==> src/rtl/quet_8led_if.sv <==
// Bus between the display-code source and the eight-digit scanner:
// scan enable, eight segment codes in, shared segment bus/digit enables/frame pulse out.
interface quet_8led_if;
  logic       en;
  logic [7:0] x0, x1, x2, x3, x4, x5, x6, x7;
  logic [7:0] seg;
  logic [7:0] dig;
  logic       frame;

  modport master (
    output en, x0, x1, x2, x3, x4, x5, x6, x7,
    input  seg, dig, frame
  );

  modport slave (
    input  en, x0, x1, x2, x3, x4, x5, x6, x7,
    output seg, dig, frame
  );
endinterface

==> src/rtl/quet_8led.sv <==
// Eight-digit multiplexed seven-segment scanner with per-frame snapshot of the codes.
// Optional macro GHOST_BLANK_EN blanks the last BLANK_CYC cycles of every digit slot.
//
// state | meaning
// IDLE  | display dark, cnt/idx parked at 0, snapshot held
// SHOW  | scanning digits 0..7, DIV cycles per digit
module quet_8led #(
  parameter int DIV       = 50000,
  parameter int BLANK_CYC = 16
) (
  input  logic       clk,
  input  logic       rstn,
  quet_8led_if.slave bus
);

  localparam int CW = $clog2(DIV);
  localparam logic [CW-1:0] CNT_LAST    = CW'(DIV - 1);
  localparam logic [CW-1:0] BLANK_START = CW'(DIV - BLANK_CYC);
`ifdef GHOST_BLANK_EN
  localparam bit GHOST = 1'b1;
`else
  localparam bit GHOST = 1'b0;
`endif

  typedef enum logic {IDLE, SHOW} state_t;

  state_t            state_q, state_d;
  logic [CW-1:0]     cnt_q, cnt_d;
  logic [2:0]        idx_q, idx_d;
  logic [7:0][7:0]   snap_q, snap_d;
  logic [7:0]        seg_q, seg_d;
  logic [7:0]        dig_q, dig_d;
  logic              frame_q, frame_d;
  logic [7:0][7:0]   xv;
  logic              drive;

  assign xv = {bus.x7, bus.x6, bus.x5, bus.x4, bus.x3, bus.x2, bus.x1, bus.x0};

  always_ff @(posedge clk or negedge rstn) begin
    if (!rstn) begin
      state_q <= IDLE;
      cnt_q   <= '0;
      idx_q   <= '0;
      snap_q  <= {8{8'hFF}};
      seg_q   <= 8'hFF;
      dig_q   <= 8'hFF;
      frame_q <= 1'b0;
    end else begin
      state_q <= state_d;
      cnt_q   <= cnt_d;
      idx_q   <= idx_d;
      snap_q  <= snap_d;
      seg_q   <= seg_d;
      dig_q   <= dig_d;
      frame_q <= frame_d;
    end
  end

  always_comb begin
    state_d = state_q;
    cnt_d   = cnt_q;
    idx_d   = idx_q;
    snap_d  = snap_q;
    frame_d = 1'b0;
    seg_d   = 8'hFF;
    dig_d   = 8'hFF;
    drive   = 1'b0;
    case (state_q)
      IDLE: begin
        if (bus.en) begin
          state_d = SHOW;
          snap_d  = xv;
          idx_d   = '0;
          cnt_d   = '0;
          frame_d = 1'b1;
          drive   = 1'b1;
        end
      end
      SHOW: begin
        if (!bus.en) begin
          state_d = IDLE;
          cnt_d   = '0;
          idx_d   = '0;
        end else begin
          drive = 1'b1;
          if (cnt_q == CNT_LAST) begin
            cnt_d = '0;
            idx_d = idx_q + 3'd1;
            // Frame boundary: take a fresh snapshot so no digit tears mid-frame
            if (idx_q == 3'd7) begin
              snap_d  = xv;
              frame_d = 1'b1;
            end
          end else begin
            cnt_d = cnt_q + 1'b1;
          end
        end
      end
      default: state_d = IDLE;
    endcase
    // Outputs are built from next-state so DIG and SEG switch together
    if (drive && !(GHOST && (cnt_d >= BLANK_START))) begin
      dig_d = ~(8'b1 << idx_d);
      seg_d = snap_d[idx_d];
    end
  end

  assign bus.seg   = seg_q;
  assign bus.dig   = dig_q;
  assign bus.frame = frame_q;

endmodule

==> src/flat_wrapper.sv <==
// flat-port wrapper written by rule: the top's interface ports become plain ports
module quet_8led_flat 
#(
  parameter int DIV       = 50000,
  parameter int BLANK_CYC = 16
)
  (clk, rstn, bus_en, bus_x0, bus_x1, bus_x2, bus_x3, bus_x4, bus_x5, bus_x6, bus_x7, bus_seg, bus_dig, bus_frame);
  quet_8led_if bus_i ();
  input  logic clk;
  input  logic rstn;
  input wire logic [$bits(bus_i.en)-1:0] bus_en;
  input wire logic [$bits(bus_i.x0)-1:0] bus_x0;
  input wire logic [$bits(bus_i.x1)-1:0] bus_x1;
  input wire logic [$bits(bus_i.x2)-1:0] bus_x2;
  input wire logic [$bits(bus_i.x3)-1:0] bus_x3;
  input wire logic [$bits(bus_i.x4)-1:0] bus_x4;
  input wire logic [$bits(bus_i.x5)-1:0] bus_x5;
  input wire logic [$bits(bus_i.x6)-1:0] bus_x6;
  input wire logic [$bits(bus_i.x7)-1:0] bus_x7;
  output wire logic [$bits(bus_i.seg)-1:0] bus_seg;
  output wire logic [$bits(bus_i.dig)-1:0] bus_dig;
  output wire logic [$bits(bus_i.frame)-1:0] bus_frame;
  assign bus_i.en = bus_en;
  assign bus_i.x0 = bus_x0;
  assign bus_i.x1 = bus_x1;
  assign bus_i.x2 = bus_x2;
  assign bus_i.x3 = bus_x3;
  assign bus_i.x4 = bus_x4;
  assign bus_i.x5 = bus_x5;
  assign bus_i.x6 = bus_x6;
  assign bus_i.x7 = bus_x7;
  assign bus_seg = bus_i.seg;
  assign bus_dig = bus_i.dig;
  assign bus_frame = bus_i.frame;
  quet_8led #(.DIV(DIV), .BLANK_CYC(BLANK_CYC)) u_core (.clk(clk), .rstn(rstn), .bus(bus_i));
endmodule
==> config.mk <==
export PLATFORM = sky130hd
export DESIGN_NAME = quet_8led_flat
export DESIGN_NICKNAME = d
export VERILOG_FILES = /design/src/rtl/quet_8led_if.sv /design/src/rtl/quet_8led.sv /design/src/flat_wrapper.sv
export SDC_FILE = /design/constraint.sdc
export NUM_CORES = 1
export LEC_CHECK = 0
export BUFFER_PORTS_ARGS = -buffer_cell sky130_fd_sc_hd__buf_2
export CAP_MARGIN = 15
export CORE_MARGIN = 1.5
export CORE_UTILIZATION = 29
export DETAILED_ROUTE_END_ITERATION = 6
export SYNTH_ARGS = -nofsm -noshare
export SYNTH_HDL_FRONTEND = slang
export SYNTH_SLANG_ARGS = --single-unit
==> constraint.sdc <==
create_clock -name clk -period 3.4 [get_ports clk]
set_input_delay 0 -clock clk [delete_from_list [all_inputs] [get_ports clk]]
set_output_delay 0 -clock clk [all_outputs]
set_load 0.03 [all_outputs]
==> results by group, run 1 <==
Critical path
  – Worst Path Arrival: 3130 ps
  – CP peak stage delay: between 400 and 500 ps
  – Crit Path Max Fanout: 45
  – Critical Path RT: around 3700 ps
  – Crit Path Class: reg -> reg
  – CP endpoint kind: flop
  – CP max-delay cell: o2bb2ai_4
  – Startpoint Class: flop
  – CP cell instances: ha_1 -> and3_1 -> nand4_1 -> o2bb2ai_4 -> buf_12 -> mux2_2 -> o2bb2ai_1 -> nor3_1 -> a211oi_1

Route
  – DRT iter0 DRCs: 123
  – DRT Pass-1 Iters: 5
  – Met3 WL: around 500 microns
  – Max layer used: met4
  – Post-route antenna net violation count: 0
  – Routed wl met2: 5.803 mm
  – Avg WL per Cell: between 15 and 20 microns
  – Total wire length: 11.58 mm
  – DRC Markers: 0
  – Vias after detailed routing: roughly 3,500
  – M1 WL: 5.125 mm
  – Via density per instance: about 4.7

Power and ir drop
  – Final Power: around 3.0 mW
  – Internal power: ~2.3 mW
  – Pwr Density: 475.1 nW/um^2
  – Maximum vdd drop: between 0.2 and 0.3 mV
  – Sw Share: 0.2290
  – Register share of total power: 0.482
  – Total leakage power: around 2.7 nW
  – Gate power share: 0.140
  – Clock share of power: 0.379
  – Sw Pwr: roughly 700 uW

Finish
  – Area Overhead vs Synth: 32.95%
  – Layout cells sized above 1: 0.4617
  – Final Util: 0.3963
  – Non-Filler Instances: between 700 and 800
  – Fill cell total of the finished layout: approximately 1,500
  – Final net count: 600

Global route
  – Antenna violations before repair: 1
  – Global-route wire length before repair: around 19 mm
  – Remaining Overflow, GRT: 0
  – Vias in the first global route: 3,768
  – Largest net degree at the start of global routing: 74
  – Total global routing track utilization: 0.1402

Die
  – # rows: 46
  – Die Area: 17,230 sq um
  – Die Span X: about 130 microns
  – Die Ht: roughly 130 microns
  – CORE AREA: 16,000 sq um
  – Initial Util: 0.2981
  – Io pins: 84

Logic synthesis
  – Post-synthesis cell type count: 50
  – Post-Syn Nets: approximately 460
  – Commonest cells post-synth: 80 x dfstp_2, 48 x mux2_2, 31 x nand2_1
  – Gate Count Post-Synth: between 300 and 400
  – Yosys warns: 0
  – Largest area contributor in the netlist: dfstp_2
  – EDFF count, synth: 0
  – Async SR Flop Fraction: 1.000
  – Synth top area cells: dfstp_2 44%, mux2_2 11%, dfrtp_1 11%, mux2i_1 4.2%, o21ai_0 2.6%
  – Avg Cell Area, Syn: between 10 and 15 sq um
  – Most used DFF post-synth: dfstp_2
  – Mapped cell area: between 4000 and 5000 sq um
  – Share of the synthesized area in the top cell type: 0.4407
  – Seq/Total Area, Yosys: 0.5509
  – Cell with the most instances after synthesis: dfstp_2
  – FF+latch count, synth: about 100

Timing
  – Max Fclk: around 0.35 GHz
  – Final count of hold timing violations: 0
  – Final number of setup-violating endpoints: 0
  – Worst setup margin: approximately 530 ps
  – Relative slew slack: 0.3773
  – RSZ-0062 raised after global routing: false
  – Setup_tns: 0 ps
  – Tmin final: 2867 ps
  – Max Slew Vio Count: 0
  – Fin crit share: 0.8432
  – Post-route clock skew: 7.004 ps
  – Slew @ Worst Pin: about 930 ps

Clock tree
  – Clock Path Buffers: 2
  – H-tree levels: 3
  – Clk pin slew, worst setup/hold paths: 70 ps
  – Post-CTS setup buffer count: 0
  – CTS tree: done
  – Cts bufs inserted: 9
  – Clock sink count: 101
  – Clock latency on the worst-skew pair: ~350 ps
  – Clk root buf: clkbuf_16

Run status
  – Status: finished clean

Job
  – Max Cap Viol: 0

Placement
  – Placed cells: around 670
  – Routability cong.: 0.7943
  – Final HPWL DP: 7.719 mm
  – I/O Buffers: between 80 and 90
  – Setup WS pre-CTS: approximately 580 ps

Worst hold path
  – Min-Delay Path Class: in -> async
-- what timing repair did --
| action | 4_1_cts | 5_1_grt |
|---|---|---|
| gates resized for setup | 0 | 0 |
| hold endpoints to repair | 86 | 0 |
| endpoints found under the setup margin | 0 | 0 |
| hold buffers | 66 | 0 |
-- per-layer routing --
| metal | track usage | up-vias |
|---|---|---|
| met5 | 0 | - |
| met4 | 0.05056 | 0 |
| met3 | 0.03434 | 14 |
| met2 | 0.2375 | 77 |
| met1 | 0.1732 | 1763 |
| li1 | - | 1685 |
-- cell usage in the layout, fill, tap and decap left out, types with 6 or more instances in the layout --
cell	count
mux2_2	48
dfstp_2	80
a31oi_1	7
dfrtp_1	21
nor3_1	9
buf_4	6
o22ai_1	9
and3_1	6
dlygate4sd3_1	66
buf_2	82
nand2_1	31
nand4_1	6
mux2i_1	20
clkbuf_16	9
nor2_1	12
inv_1	22
o21ai_0	25
-- area by class of cell --
class,count,area [sq um],area share
multi-input combinational,240,1884,0.2972
sequential,101,2628,0.4144
tap,216,270.3,0.04262
inverter,23,86.33,0.01361
clock inverter,4,77.57,0.01223
antenna,1,2.502,0.0003946
timing repair buffer,155,1136,0.1792
clock buffer,12,256.5,0.04045
-- sequential cells by signal (all words and copies together) (netlist names) --
register,count
u_core.cnt_q,16
u_core.state_q,1
u_core.idx_q,3
u_core.snap_q,64
u_core.bus.seg,8
u_core.bus.frame,1
u_core.bus.dig,8
-- stage by stage --
step | cell area [sq um] | hold WS, ps
6_report | 6341 | 322.5
3_3_place_gp | 5344 | 178.4
2_1_floorplan | 4770 | -295.6
5_1_grt | 6341 | 426.6
3_5_place_dp | 5344 | 189.8
4_1_cts | 6339 | 362.8
-- power groups by stage --
stage / combinational [mW] / sequential [mW] / clock [mW]
after global placement: 0.353 / 1.47 / 0
after global routing: 0.461 / 1.46 / 1.22
after CTS: 0.424 / 1.45 / 1.17
final: 0.421 / 1.45 / 1.14
after detailed placement: 0.363 / 1.47 / 0
after floorplan: 0.222 / 1.49 / 0
-- logic make-up after synthesis --
group / after synthesis / synth area share
flops: 101 / 0.5509
simple gates: 83 / 0.09654
compound gates: 79 / 0.1173
mux: 70 / 0.1616
buf+inv: 45 / 0.05666
xor+xnor: 5 / 0.009181
fa+ha+maj: 3 / 0.007871
-- worst max-delay path: cells and delay by family, from the launching register on --
family | cells | cell delay (ps)
AOI/OAI and AO/OA | 3 | 680
DFF | 1 | 380
adders and majority gates | 1 | 190
and+or+nand+nor | 3 | 760
buffers and inverters | 1 | 320
muxes | 1 | 380
-- worst paths after layout --
| path | from | endpoint | slack (ps) | cells past startpoint |
|---|---|---|---|---|
| max | u_core.cnt_q[0]$_DFFE_PN0P_ | u_core.bus.seg[2]$_DFF_PN1_ | 530 | 9 |
| min | rstn | u_core.idx_q[0]$_DFF_PN0_ | 320 | 2 |
| max reg2reg | u_core.cnt_q[0]$_DFFE_PN0P_ | u_core.bus.seg[2]$_DFF_PN1_ | 530 | 9 |
| min reg2reg | u_core.cnt_q[15]$_DFFE_PN0P_ | u_core.cnt_q[15]$_DFFE_PN0P_ | 490 | 1 |
| max in group asynchronous | rstn | u_core.snap_q[12]$_DFF_PN1_ | 2250 | 3 |
| min in group clk | bus_x1[2] | u_core.snap_q[10]$_DFF_PN1_ | 420 | 4 |
Note: power is estimated with default switching activity, not from simulation.
==> run 2, diff against run 1 <==
clock period = 2.8 ns   (was 3.4 ns; I/O delays follow)
==> run 2 against run 1 <==
Net effect:
- global-route usage shrank 0.26 points
- sequential cell count is the same
- setup slack lost 370 ps
- wire length is essentially flat
- final cell count grew 0.66%
- critical path depth is the same
- count of clock-buffer cells in the layout shrank 2
==> results by group, run 2 (synthesis results as in run 1) <==
Clock tree
  – Clk pin slew, worst setup/hold paths: around 70 ps
  – Clock sink count: about 100
  – Cts bufs inserted: 9
  – Clock latency on the worst-skew pair: between 300 and 400 ps
  – H-tree levels: 3
  – CTS tree: done
  – Clock Path Buffers: 2
  – Clk root buf: clkbuf_16

Placement
  – Routability cong.: 0.8040
  – I/O Buffers: 83
  – Final HPWL DP: approximately 7.9 mm
  – Setup WS pre-CTS: about 87 ps

Critical path
  – Crit Path Max Fanout: 27
  – RR Startpoint: u_core.cnt_q[0]$_DFFE_PN0P_
  – Worst Setup SP: u_core.cnt_q[0]$_DFFE_PN0P_
  – R2R Path End: u_core.bus.seg[5]$_DFF_PN1_
  – Worst Path Arrival: around 2900 ps
  – Startpoint Class: flop
  – Reg2reg setup slack: between 150 and 200 ps
  – Reg2Reg Depth: 9
  – CP endpoint kind: flop
  – Critical Path RT: roughly 3100 ps
  – Worst setup path endpoint: u_core.bus.seg[5]$_DFF_PN1_
  – Crit Path Class: reg -> reg

Global route
  – Total global routing track utilization: 0.1375
  – Global-route wire length before repair: approximately 19 mm
  – Largest net degree at the start of global routing: between 60 and 70
  – Antenna violations before repair: 0
  – Remaining Overflow, GRT: 0
  – Vias in the first global route: ~3,700

Finish
  – Largest register by flop count: u_core.snap_q
  – Fill cell total of the finished layout: between 1,500 and 2,000
  – Layout cells sized above 1: 0.4713
  – Final net count: between 600 and 700
  – Max FFs per register: between 60 and 70
  – Reg area: 2628 sq um
  – Most frequent cells in the layout: 82 x buf_2, 80 x dfstp_2, 66 x dlygate4sd3_1
  – Final Util: 0.3975
  – Commonest non-fill, non-tap cell in the layout: buf_2
  – Area Overhead vs Synth: 33.34%
  – Biggest regs: u_core.snap_q (64), u_core.cnt_q (16)
  – Multi-input gate area: ~1900 sq um
  – Ant diodes: 0

Route
  – Avg WL per Cell: between 15 and 20 microns
  – DRC Markers: 0
  – DRT Pass-1 Iters: 4
  – Vias after detailed routing: 3,542
  – Via density per instance: between 4 and 5
  – DRT iter0 DRCs: around 180
  – Total wire length: 11.59 mm
  – Post-route antenna net violation count: 0

Timing
  – RSZ-0062 raised after global routing: false
  – Tmin final: roughly 2600 ps
  – Worst setup margin: around 170 ps
  – Post-route clock skew: around 11 ps
  – Final count of hold timing violations: 0
  – Setup_tns: 0 ps
  – Relative slew slack: 0.5460
  – Fin crit share: 0.9406
  – Slew @ Worst Pin: 676.9 ps
  – Max Slew Vio Count: 0
  – Final number of setup-violating endpoints: 0
  – Max Fclk: about 0.38 GHz

Die
  – Die Ht: roughly 130 microns
  – CORE AREA: ~16,000 sq um
  – Initial Util: 0.2981
  – Io pins: 84
  – Die Span X: ~130 microns
  – Die Area: approximately 17,000 sq um
  – # rows: 46

Power and ir drop
  – Maximum vdd drop: approximately 0.35 mV
  – Pwr Density: ~540 nW/um^2
  – Total leakage power: roughly 2.7 nW

Run status
  – Status: finished clean

Worst hold path
  – Min-Delay Path Class: in -> async

Job
  – Max Cap Viol: 0
run 2: cell types whose count changed in the layout (fill, tap and decap cells not counted), sizes merged:
cell      delta
buf          +6
bufinv       -2
clkbuf       -2
clkinv       +4
clkinvlp     +1
diode        -1
inv          -1
run 2: through the flow:
step,instance area [sq um],hold WS [ps],power [mW],cells
after CTS,6352,162.0,3.496,757
final,6360,176.0,3.433,757
after global routing,6360,201.9,3.612,757
after detailed placement,5414,-15.94,2.241,675
after floorplan,4770,-295.6,2.077,386
after global placement,5414,-23.86,2.226,675
run 2: how the worst min path moves through the flow:
stage | start | to | slack, ps | depth (start not counted)
global route | rstn | u_core.bus.frame$_DFF_PN0_ | 200 | 2
global placement | rstn | u_core.bus.frame$_DFF_PN0_ | -20 | 1
finish | rstn | u_core.bus.frame$_DFF_PN0_ | 180 | 2
floorplan | rstn | u_core.bus.frame$_DFF_PN0_ | -300 | 0
CTS | rstn | u_core.bus.frame$_DFF_PN0_ | 160 | 2
detailed placement | rstn | u_core.bus.frame$_DFF_PN0_ | -20 | 1
run 2: layout make-up:
cell class | count | area share
Inverter | 23 | 0.01357
Tap cell | 216 | 0.04249
Clock inverter | 6 | 0.007673
Timing Repair Buffer | 161 | 0.1897
Multi-Input combinational cell | 240 | 0.2975
Sequential cell | 101 | 0.4131
Clock buffer | 10 | 0.03600
run 2: worst max-delay path, stage by stage (launching register included):
cell	delay (ps)
dfrtp_1	390
ha_1	200
and3_2	270
nand4_1	190
o2bb2ai_4	250
buf_12	220
mux2_2	370
mux2_2	280
a221oi_1	310
a31oi_1	80
run 2: timing repair:
item,in CTS,in global routing
hold buffers,66,0
endpoints found under the hold margin,99,0
setup buffers,0,0
endpoints found under the setup margin,0,4
gates resized for setup,0,2
run 2: layer usage:
metal	GRT usage	share of wire
met1	0.1725	0.45
met2	0.2299	0.49
met3	0.03511	0.045
met4	0.04744	0.010
met5	0	0
run 2: report_power, final:
group          switching, mW  total, mW  internal, mW
Combinational          0.256      0.523         0.267
Clock                  0.538       1.15         0.609
Sequential            0.0416       1.76          1.72
